$ cat src/rtl/uart_pkg.sv
// Shared types for the UART TX byte FIFO scheduler.
// Holds the scheduler state encoding and the UART data width.
package uart_pkg;

    localparam int UART_DATA_W = 8;

    typedef enum logic [2:0] {
        TXS_IDLE,
        TXS_LOAD,
        TXS_START,
        TXS_WAIT_BUSY,
        TXS_WAIT_DONE
    } tx_sched_state_e;

endpackage

$ cat src/rtl/uart_tx_fifo_sched_if.sv
// Bus, RAM and uart_tx side signals of the TX FIFO scheduler.
// slave = scheduler side, master = parent / testbench side.
interface uart_tx_fifo_sched_if #(
    parameter int PTR_WIDTH = 4
);
    import uart_pkg::*;

    logic                   i_tx_sched_wr_en;
    logic [UART_DATA_W-1:0] i_tx_sched_wdata;
    logic                   i_tx_sched_flush;
    logic                   i_tx_sched_tx_busy;
    logic                   o_tx_sched_tx_start;
    logic [UART_DATA_W-1:0] o_tx_sched_tx_data;
    logic [UART_DATA_W-1:0] o_tx_sched_mem_wdata;
    logic                   o_tx_sched_mem_wen;
    logic [PTR_WIDTH-2:0]   o_tx_sched_mem_waddr;
    logic [PTR_WIDTH-2:0]   o_tx_sched_mem_raddr;
    logic [UART_DATA_W-1:0] i_tx_sched_mem_rdata;
    logic                   o_tx_sched_full;
    logic                   o_tx_sched_empty;
    logic                   o_tx_sched_almost_full;
    logic [PTR_WIDTH-1:0]   o_tx_sched_count;
    logic                   o_tx_sched_overflow;

    modport slave (
        input  i_tx_sched_wr_en,
        input  i_tx_sched_wdata,
        input  i_tx_sched_flush,
        input  i_tx_sched_tx_busy,
        input  i_tx_sched_mem_rdata,
        output o_tx_sched_tx_start,
        output o_tx_sched_tx_data,
        output o_tx_sched_mem_wdata,
        output o_tx_sched_mem_wen,
        output o_tx_sched_mem_waddr,
        output o_tx_sched_mem_raddr,
        output o_tx_sched_full,
        output o_tx_sched_empty,
        output o_tx_sched_almost_full,
        output o_tx_sched_count,
        output o_tx_sched_overflow
    );

    modport master (
        output i_tx_sched_wr_en,
        output i_tx_sched_wdata,
        output i_tx_sched_flush,
        output i_tx_sched_tx_busy,
        output i_tx_sched_mem_rdata,
        input  o_tx_sched_tx_start,
        input  o_tx_sched_tx_data,
        input  o_tx_sched_mem_wdata,
        input  o_tx_sched_mem_wen,
        input  o_tx_sched_mem_waddr,
        input  o_tx_sched_mem_raddr,
        input  o_tx_sched_full,
        input  o_tx_sched_empty,
        input  o_tx_sched_almost_full,
        input  o_tx_sched_count,
        input  o_tx_sched_overflow
    );

endinterface

$ cat src/rtl/uart_fifo_ptr_flags.sv
// FIFO read/write pointers with wrap bit, occupancy and status flags.
// Flags derive only from the registered pointers.
module uart_fifo_ptr_flags #(
    parameter int FIFO_DEPTH = 8,
    parameter int PTR_WIDTH  = $clog2(FIFO_DEPTH) + 1,
    parameter int AF_LEVEL   = FIFO_DEPTH - 2
) (
    input  logic                 clk,
    input  logic                 rst,
    input  logic                 wr_en,
    input  logic                 flush,
    input  logic                 pop,
    output logic                 push_ok,
    output logic [PTR_WIDTH-1:0] wptr,
    output logic [PTR_WIDTH-1:0] rptr,
    output logic [PTR_WIDTH-1:0] count,
    output logic                 full,
    output logic                 empty,
    output logic                 almost_full,
    output logic                 overflow
);

    localparam logic [PTR_WIDTH-1:0] AF_CNT = PTR_WIDTH'(AF_LEVEL);
    localparam logic [PTR_WIDTH-1:0] ONE    = PTR_WIDTH'(1);

    logic msb_diff;
    logic low_eq;

    // Status flags from the current pointer pair.
    always_comb begin
        msb_diff    = wptr[PTR_WIDTH-1] != rptr[PTR_WIDTH-1];
        low_eq      = wptr[PTR_WIDTH-2:0] == rptr[PTR_WIDTH-2:0];
        empty       = (wptr == rptr);
        full        = msb_diff && low_eq;
        count       = wptr - rptr;
        almost_full = (count >= AF_CNT);
        push_ok     = wr_en && !full && !flush;
    end

    // Pointer advance, flush clear and sticky overflow.
    always_ff @(posedge clk or posedge rst) begin
        if (rst) begin
            wptr     <= '0;
            rptr     <= '0;
            overflow <= 1'b0;
        end else if (flush) begin
            wptr     <= '0;
            rptr     <= '0;
            overflow <= 1'b0;
        end else begin
            if (push_ok)
                wptr <= wptr + ONE;
            if (pop)
                rptr <= rptr + ONE;
            if (wr_en && full)
                overflow <= 1'b1;
        end
    end

endmodule

$ cat src/rtl/uart_tx_fifo_sched.sv
// UART TX FIFO controller: push side, RAM pointers and a
// frame-at-a-time drain into uart_tx over start/busy.
module uart_tx_fifo_sched
    import uart_pkg::*;
#(
    parameter int FIFO_DEPTH = 8,
    parameter int PTR_WIDTH  = $clog2(FIFO_DEPTH) + 1,
    parameter int AF_LEVEL   = FIFO_DEPTH - 2
) (
    input  logic               i_tx_sched_clk,
    input  logic               i_tx_sched_rst,
    uart_tx_fifo_sched_if.slave bus
);

    tx_sched_state_e        state;
    tx_sched_state_e        state_nx;
    logic [UART_DATA_W-1:0] tx_data;
    logic                   pop;
    logic                   push_ok;
    logic [PTR_WIDTH-1:0]   wptr;
    logic [PTR_WIDTH-1:0]   rptr;
    logic [PTR_WIDTH-1:0]   count;
    logic                   full;
    logic                   empty;
    logic                   almost_full;
    logic                   overflow;

    uart_fifo_ptr_flags #(
        .FIFO_DEPTH (FIFO_DEPTH),
        .PTR_WIDTH  (PTR_WIDTH),
        .AF_LEVEL   (AF_LEVEL)
    ) u_ptr (
        .clk         (i_tx_sched_clk),
        .rst         (i_tx_sched_rst),
        .wr_en       (bus.i_tx_sched_wr_en),
        .flush       (bus.i_tx_sched_flush),
        .pop         (pop),
        .push_ok     (push_ok),
        .wptr        (wptr),
        .rptr        (rptr),
        .count       (count),
        .full        (full),
        .empty       (empty),
        .almost_full (almost_full),
        .overflow    (overflow)
    );

    // Next state; a flush cancels a pending pop, not a started frame.
    always_comb begin
        state_nx = state;
        pop      = 1'b0;
        unique case (state)
            TXS_IDLE: begin
                if (!empty && !bus.i_tx_sched_tx_busy &&
                    !bus.i_tx_sched_flush)
                    state_nx = TXS_LOAD;
            end
            TXS_LOAD: begin
                if (bus.i_tx_sched_flush) begin
                    state_nx = TXS_IDLE;
                end else begin
                    pop      = 1'b1;
                    state_nx = TXS_START;
                end
            end
            TXS_START: state_nx = TXS_WAIT_BUSY;
            TXS_WAIT_BUSY: begin
                if (bus.i_tx_sched_tx_busy)
                    state_nx = TXS_WAIT_DONE;
            end
            TXS_WAIT_DONE: begin
                if (!bus.i_tx_sched_tx_busy)
                    state_nx = TXS_IDLE;
            end
            default: state_nx = TXS_IDLE;
        endcase
    end

    // State register and output byte capture on pop.
    always_ff @(posedge i_tx_sched_clk or posedge i_tx_sched_rst) begin
        if (i_tx_sched_rst) begin
            state   <= TXS_IDLE;
            tx_data <= '0;
        end else begin
            state <= state_nx;
            if (pop)
                tx_data <= bus.i_tx_sched_mem_rdata;
        end
    end

    // Drive the interface outputs.
    always_comb begin
        bus.o_tx_sched_tx_start    = (state == TXS_START);
        bus.o_tx_sched_tx_data     = tx_data;
        bus.o_tx_sched_mem_wdata   = bus.i_tx_sched_wdata;
        bus.o_tx_sched_mem_wen     = push_ok;
        bus.o_tx_sched_mem_waddr   = wptr[PTR_WIDTH-2:0];
        bus.o_tx_sched_mem_raddr   = rptr[PTR_WIDTH-2:0];
        bus.o_tx_sched_full        = full;
        bus.o_tx_sched_empty       = empty;
        bus.o_tx_sched_almost_full = almost_full;
        bus.o_tx_sched_count       = count;
        bus.o_tx_sched_overflow    = overflow;
    end

endmodule

$ cat src/flat_wrapper.sv
// flat-port wrapper written by rule: the top's interface ports become plain ports
module uart_tx_fifo_sched_flat import uart_pkg::*;
#(
    parameter int FIFO_DEPTH = 8,
    parameter int PTR_WIDTH  = $clog2(FIFO_DEPTH) + 1,
    parameter int AF_LEVEL   = FIFO_DEPTH - 2
)
  (i_tx_sched_clk, i_tx_sched_rst, bus_i_tx_sched_wr_en, bus_i_tx_sched_wdata, bus_i_tx_sched_flush, bus_i_tx_sched_tx_busy, bus_i_tx_sched_mem_rdata, bus_o_tx_sched_tx_start, bus_o_tx_sched_tx_data, bus_o_tx_sched_mem_wdata, bus_o_tx_sched_mem_wen, bus_o_tx_sched_mem_waddr, bus_o_tx_sched_mem_raddr, bus_o_tx_sched_full, bus_o_tx_sched_empty, bus_o_tx_sched_almost_full, bus_o_tx_sched_count, bus_o_tx_sched_overflow);
  uart_tx_fifo_sched_if #(.PTR_WIDTH(PTR_WIDTH)) bus_i ();
  input  logic i_tx_sched_clk;
  input  logic i_tx_sched_rst;
  input wire logic [$bits(bus_i.i_tx_sched_wr_en)-1:0] bus_i_tx_sched_wr_en;
  input wire logic [$bits(bus_i.i_tx_sched_wdata)-1:0] bus_i_tx_sched_wdata;
  input wire logic [$bits(bus_i.i_tx_sched_flush)-1:0] bus_i_tx_sched_flush;
  input wire logic [$bits(bus_i.i_tx_sched_tx_busy)-1:0] bus_i_tx_sched_tx_busy;
  input wire logic [$bits(bus_i.i_tx_sched_mem_rdata)-1:0] bus_i_tx_sched_mem_rdata;
  output wire logic [$bits(bus_i.o_tx_sched_tx_start)-1:0] bus_o_tx_sched_tx_start;
  output wire logic [$bits(bus_i.o_tx_sched_tx_data)-1:0] bus_o_tx_sched_tx_data;
  output wire logic [$bits(bus_i.o_tx_sched_mem_wdata)-1:0] bus_o_tx_sched_mem_wdata;
  output wire logic [$bits(bus_i.o_tx_sched_mem_wen)-1:0] bus_o_tx_sched_mem_wen;
  output wire logic [$bits(bus_i.o_tx_sched_mem_waddr)-1:0] bus_o_tx_sched_mem_waddr;
  output wire logic [$bits(bus_i.o_tx_sched_mem_raddr)-1:0] bus_o_tx_sched_mem_raddr;
  output wire logic [$bits(bus_i.o_tx_sched_full)-1:0] bus_o_tx_sched_full;
  output wire logic [$bits(bus_i.o_tx_sched_empty)-1:0] bus_o_tx_sched_empty;
  output wire logic [$bits(bus_i.o_tx_sched_almost_full)-1:0] bus_o_tx_sched_almost_full;
  output wire logic [$bits(bus_i.o_tx_sched_count)-1:0] bus_o_tx_sched_count;
  output wire logic [$bits(bus_i.o_tx_sched_overflow)-1:0] bus_o_tx_sched_overflow;
  assign bus_i.i_tx_sched_wr_en = bus_i_tx_sched_wr_en;
  assign bus_i.i_tx_sched_wdata = bus_i_tx_sched_wdata;
  assign bus_i.i_tx_sched_flush = bus_i_tx_sched_flush;
  assign bus_i.i_tx_sched_tx_busy = bus_i_tx_sched_tx_busy;
  assign bus_i.i_tx_sched_mem_rdata = bus_i_tx_sched_mem_rdata;
  assign bus_o_tx_sched_tx_start = bus_i.o_tx_sched_tx_start;
  assign bus_o_tx_sched_tx_data = bus_i.o_tx_sched_tx_data;
  assign bus_o_tx_sched_mem_wdata = bus_i.o_tx_sched_mem_wdata;
  assign bus_o_tx_sched_mem_wen = bus_i.o_tx_sched_mem_wen;
  assign bus_o_tx_sched_mem_waddr = bus_i.o_tx_sched_mem_waddr;
  assign bus_o_tx_sched_mem_raddr = bus_i.o_tx_sched_mem_raddr;
  assign bus_o_tx_sched_full = bus_i.o_tx_sched_full;
  assign bus_o_tx_sched_empty = bus_i.o_tx_sched_empty;
  assign bus_o_tx_sched_almost_full = bus_i.o_tx_sched_almost_full;
  assign bus_o_tx_sched_count = bus_i.o_tx_sched_count;
  assign bus_o_tx_sched_overflow = bus_i.o_tx_sched_overflow;
  uart_tx_fifo_sched #(.FIFO_DEPTH(FIFO_DEPTH), .PTR_WIDTH(PTR_WIDTH), .AF_LEVEL(AF_LEVEL)) u_core (.i_tx_sched_clk(i_tx_sched_clk), .i_tx_sched_rst(i_tx_sched_rst), .bus(bus_i));
endmodule
$ cat config.mk
export PLATFORM = sky130hd
export DESIGN_NAME = uart_tx_fifo_sched_flat
export DESIGN_NICKNAME = d
export VERILOG_FILES = /design/src/rtl/uart_pkg.sv /design/src/rtl/uart_tx_fifo_sched_if.sv /design/src/rtl/uart_fifo_ptr_flags.sv /design/src/rtl/uart_tx_fifo_sched.sv /design/src/flat_wrapper.sv
export SDC_FILE = /design/constraint.sdc
export NUM_CORES = 1
export LEC_CHECK = 0
export CORE_ASPECT_RATIO = 1.25
export CORE_MARGIN = 1
export CORE_UTILIZATION = 45
export DETAILED_ROUTE_END_ITERATION = 16
export PLACE_DENSITY = 0.84
export SLEW_MARGIN = 0
export SYNTH_ARGS = -nofsm -noshare
export SYNTH_HDL_FRONTEND = slang
export SYNTH_SLANG_ARGS = --single-unit
export TNS_END_PERCENT = 1
$ cat constraint.sdc
create_clock -name i_tx_sched_clk -period 4.7 [get_ports i_tx_sched_clk]
set_input_delay 0.94 -clock i_tx_sched_clk [delete_from_list [all_inputs] [get_ports i_tx_sched_clk]]
set_output_delay 0.94 -clock i_tx_sched_clk [all_outputs]
set_load 0.03 [all_outputs]
==> summary.txt <==
Power
  – LEAKAGE: 0.660 nW
  – Cell Pwr Density: 556 nW/um^2
  – Worst vdd ir: 0.000394 V

STA
  – Period utilisation layout: 75.6%
  – TNS Setup: 0 ns
  – Max-slew violation total from the final report: 0
  – Unrepaired setup endpoints after global routing: false
  – Tmin final: 3.55 ns
  – Final setup violation count: 0
  – Worst Tran Pin Value: 0.739 ns
  – Slew margin rel.: 50.7%
  – Worst clock skew: 0.00147 ns
  – WHS: 0.496 ns
  – Maximum clock frequency: 0.281 GHz
  – Final hold violations: 0

Clocking
  – CTS tree: done
  – H-tree depth: 1
  – Number of CTS-inserted buffers: 3
  – CTS root buf: clkbuf_4
  – Worst-path clk slew: 0.11 ns
  – CTS sink count: 20
  – Post-CTS Hold Fix Bufs: 0
  – Longest Clk Path Bufs: 2
  – Worst-Skew Late Latency: 0.30 ns
  – Postcts setup bufs: 0
  – CTS-repair resized insts: 0

Floorplanning
  – Die extent in y: 59.9 microns
  – # IOs: 53
  – Initial core utilization: 48.6%
  – Core area: 2480 sq um
  – Row count: 20
  – Die Wd: 48.3 microns
  – Die area: 2890 sq um

Worst setup path
  – Max FO, Critical Path: 4
  – Critical path type: primary input to output port
  – Worst path arrival time: 2.61 ns
  – CP required: 3.76 ns
  – Worst Setup Start Kind: primary input
  – Crit end category: output port

Min path
  – HP Class: flip-flop to flip-flop

Synthesis
  – Yosys warns: 0
  – Cell count after synthesis: 116
  – Synth async-reset ratio: 100%
  – Seq/Total Area, Yosys: 41.5%
  – Avg Inst Size Synth: 10.4 sq um
  – Mapped Nets: 143
  – Post-synth EDFFs: 0
  – Library cells used by synthesis: 35
  – Primary FF master, synth: dfrtp_1
  – Register bit total from synthesis: 20
  – Mapped Area: 1200 sq um

Placement
  – Final HPWL DP: 1740 microns
  – Final GP Congestion: 0.776
  – Port-buffer cells: 36

Detailed routing
  – 1st-iter DRT viols: 7
  – First-pass detailed-route iteration total: 3
  – Drt via density: 5.16
  – Antenna-violating nets left: 0
  – WL final: 2220 microns
  – Wire length per cell: 12.8 microns
  – Drt drc: 0
  – Vias: 892

GRT
  – Global-route wire length before repair: 3610 microns
  – Initial antenna violation count: 0
  – Total gr overflow: 0
  – Total Routing Usage GR: 17.5%
  – Vias in the first global route: 868
  – Largest net degree at the start of global routing: 21

Cells and area
  – Area grow syn2layout: 25.9%
  – Nets: 169
  – Ant diodes: 0
  – Share of cells above drive strength 1: 7.14%
  – Fill count: 214

Status
  – Status: complete, no violations

Flow run
  – Maxcap violations: 0
cell usage in the layout, fill, tap and decap left out, types with 2 or more instances in the layout:
master and n:
nand3_1 3, mux2_1 10, and3_1 2, nand2b_1 2, nor2b_1 3, nor2_1 8, o21ai_0 3, nand3b_1 2
inv_1 7, xnor2_1 2, clkbuf_4 3, nand2_1 6, ha_1 5, clkdlybuf4s50_1 36, dfrtp_1 20, a21oi_1 9
synth_stat cells, types with 2 or more instances:
cell / number / share of area (%)
nand3_1: 3 / 1.2
a21oi_1: 9 / 3.7
nand2b_1: 2 / 1.0
nand2_1: 6 / 1.9
nand3b_1: 2 / 1.2
inv_1: 7 / 2.2
xnor2_1: 2 / 1.5
and3_1: 2 / 1.0
dfrtp_1: 20 / 42
ha_1: 5 / 5.2
nor2_1: 8 / 2.5
nor2b_1: 3 / 1.6
o21ai_0: 3 / 1.2
mux2_1: 10 / 9.3
buf_4: 14 / 8.7
final cells by class:
class	instances	area (sq um)	area share [%]
multi-input combinational	73	558	36.8
clock buffer	3	22.5	1.49
sequential	20	500	33.0
tap	33	41.3	2.72
timing repair buffer	37	368	24.3
inverter	7	26.3	1.73
registers in the layout, indices dropped and copies added, names as in the netlist:
signal                         count
u_core.bus.o_tx_sched_tx_data      8
u_core.state                       3
u_core.u_ptr.overflow              1
u_core.u_ptr.rptr                  4
u_core.u_ptr.wptr                  4
report_power, final:
group / switching (W) / total [W] / internal (W)
combinational: 0.000272 / 0.000490 / 0.000218
clock: 0.0000512 / 0.0000810 / 0.0000299
sequential: 0.0000492 / 0.000273 / 0.000224
logic make-up after synthesis:
| kind of cell | after synthesis | synth area share, % |
|---|---|---|
| and+or+nand+nor | 36 | 18.2 |
| DFF | 20 | 41.5 |
| muxes | 12 | 11.1 |
| adders and majority gates | 6 | 6.85 |
| AOI/OAI and AO/OA | 16 | 7.37 |
| xor gates and xnor gates | 3 | 2.80 |
| buffers and inverters | 23 | 12.1 |
per-layer routing:
metal	share of wire, %	wire length [microns]	GRT usage (%)
met2	51	1140	30.5
met5	0	0	0
met4	1.2	27	5.95
met1	39	869	19.8
met3	8.2	183	4.23
worst max-delay path, stage by stage:
cell,delay (ns)
clkdlybuf4s50_1,0.52
a21boi_1,0.31
nor2b_1,0.17
clkdlybuf4s50_1,0.67
worst paths after layout:
| kind | start | end | slack, ns | cells past startpoint |
|---|---|---|---|---|
| max | bus_i_tx_sched_wr_en | bus_o_tx_sched_mem_wen | 1.15 | 4 |
| min | u_core.bus.o_tx_sched_tx_data[2] | u_core.bus.o_tx_sched_tx_data[2] | 0.50 | 1 |
| max reg2reg | u_core.u_ptr.rptr[1] | u_core.u_ptr.wptr[0] | 2.82 | 5 |
| min reg2reg | u_core.bus.o_tx_sched_tx_data[2] | u_core.bus.o_tx_sched_tx_data[2] | 0.50 | 1 |
| max in group asynchronous | i_tx_sched_rst | u_core.state[2] | 3.19 | 2 |
| min in group asynchronous | i_tx_sched_rst | u_core.bus.o_tx_sched_tx_data[6] | 1.05 | 2 |
per-stage QoR:
stage               util (%)  power (W)  cell area (sq um)  worst slack, ns  instances
floorplan                  -   0.000597               1200             1.73        116
global placement        60.3   0.000756               1490             1.20        170
detailed placement      60.3   0.000769               1490             1.15        170
CTS                     61.2   0.000853               1520             1.15        173
global route            61.2   0.000899               1520             1.08        173
finish                  61.2   0.000844               1520             1.15        173
No activity file was read; power rests on OpenSTA's default activity.
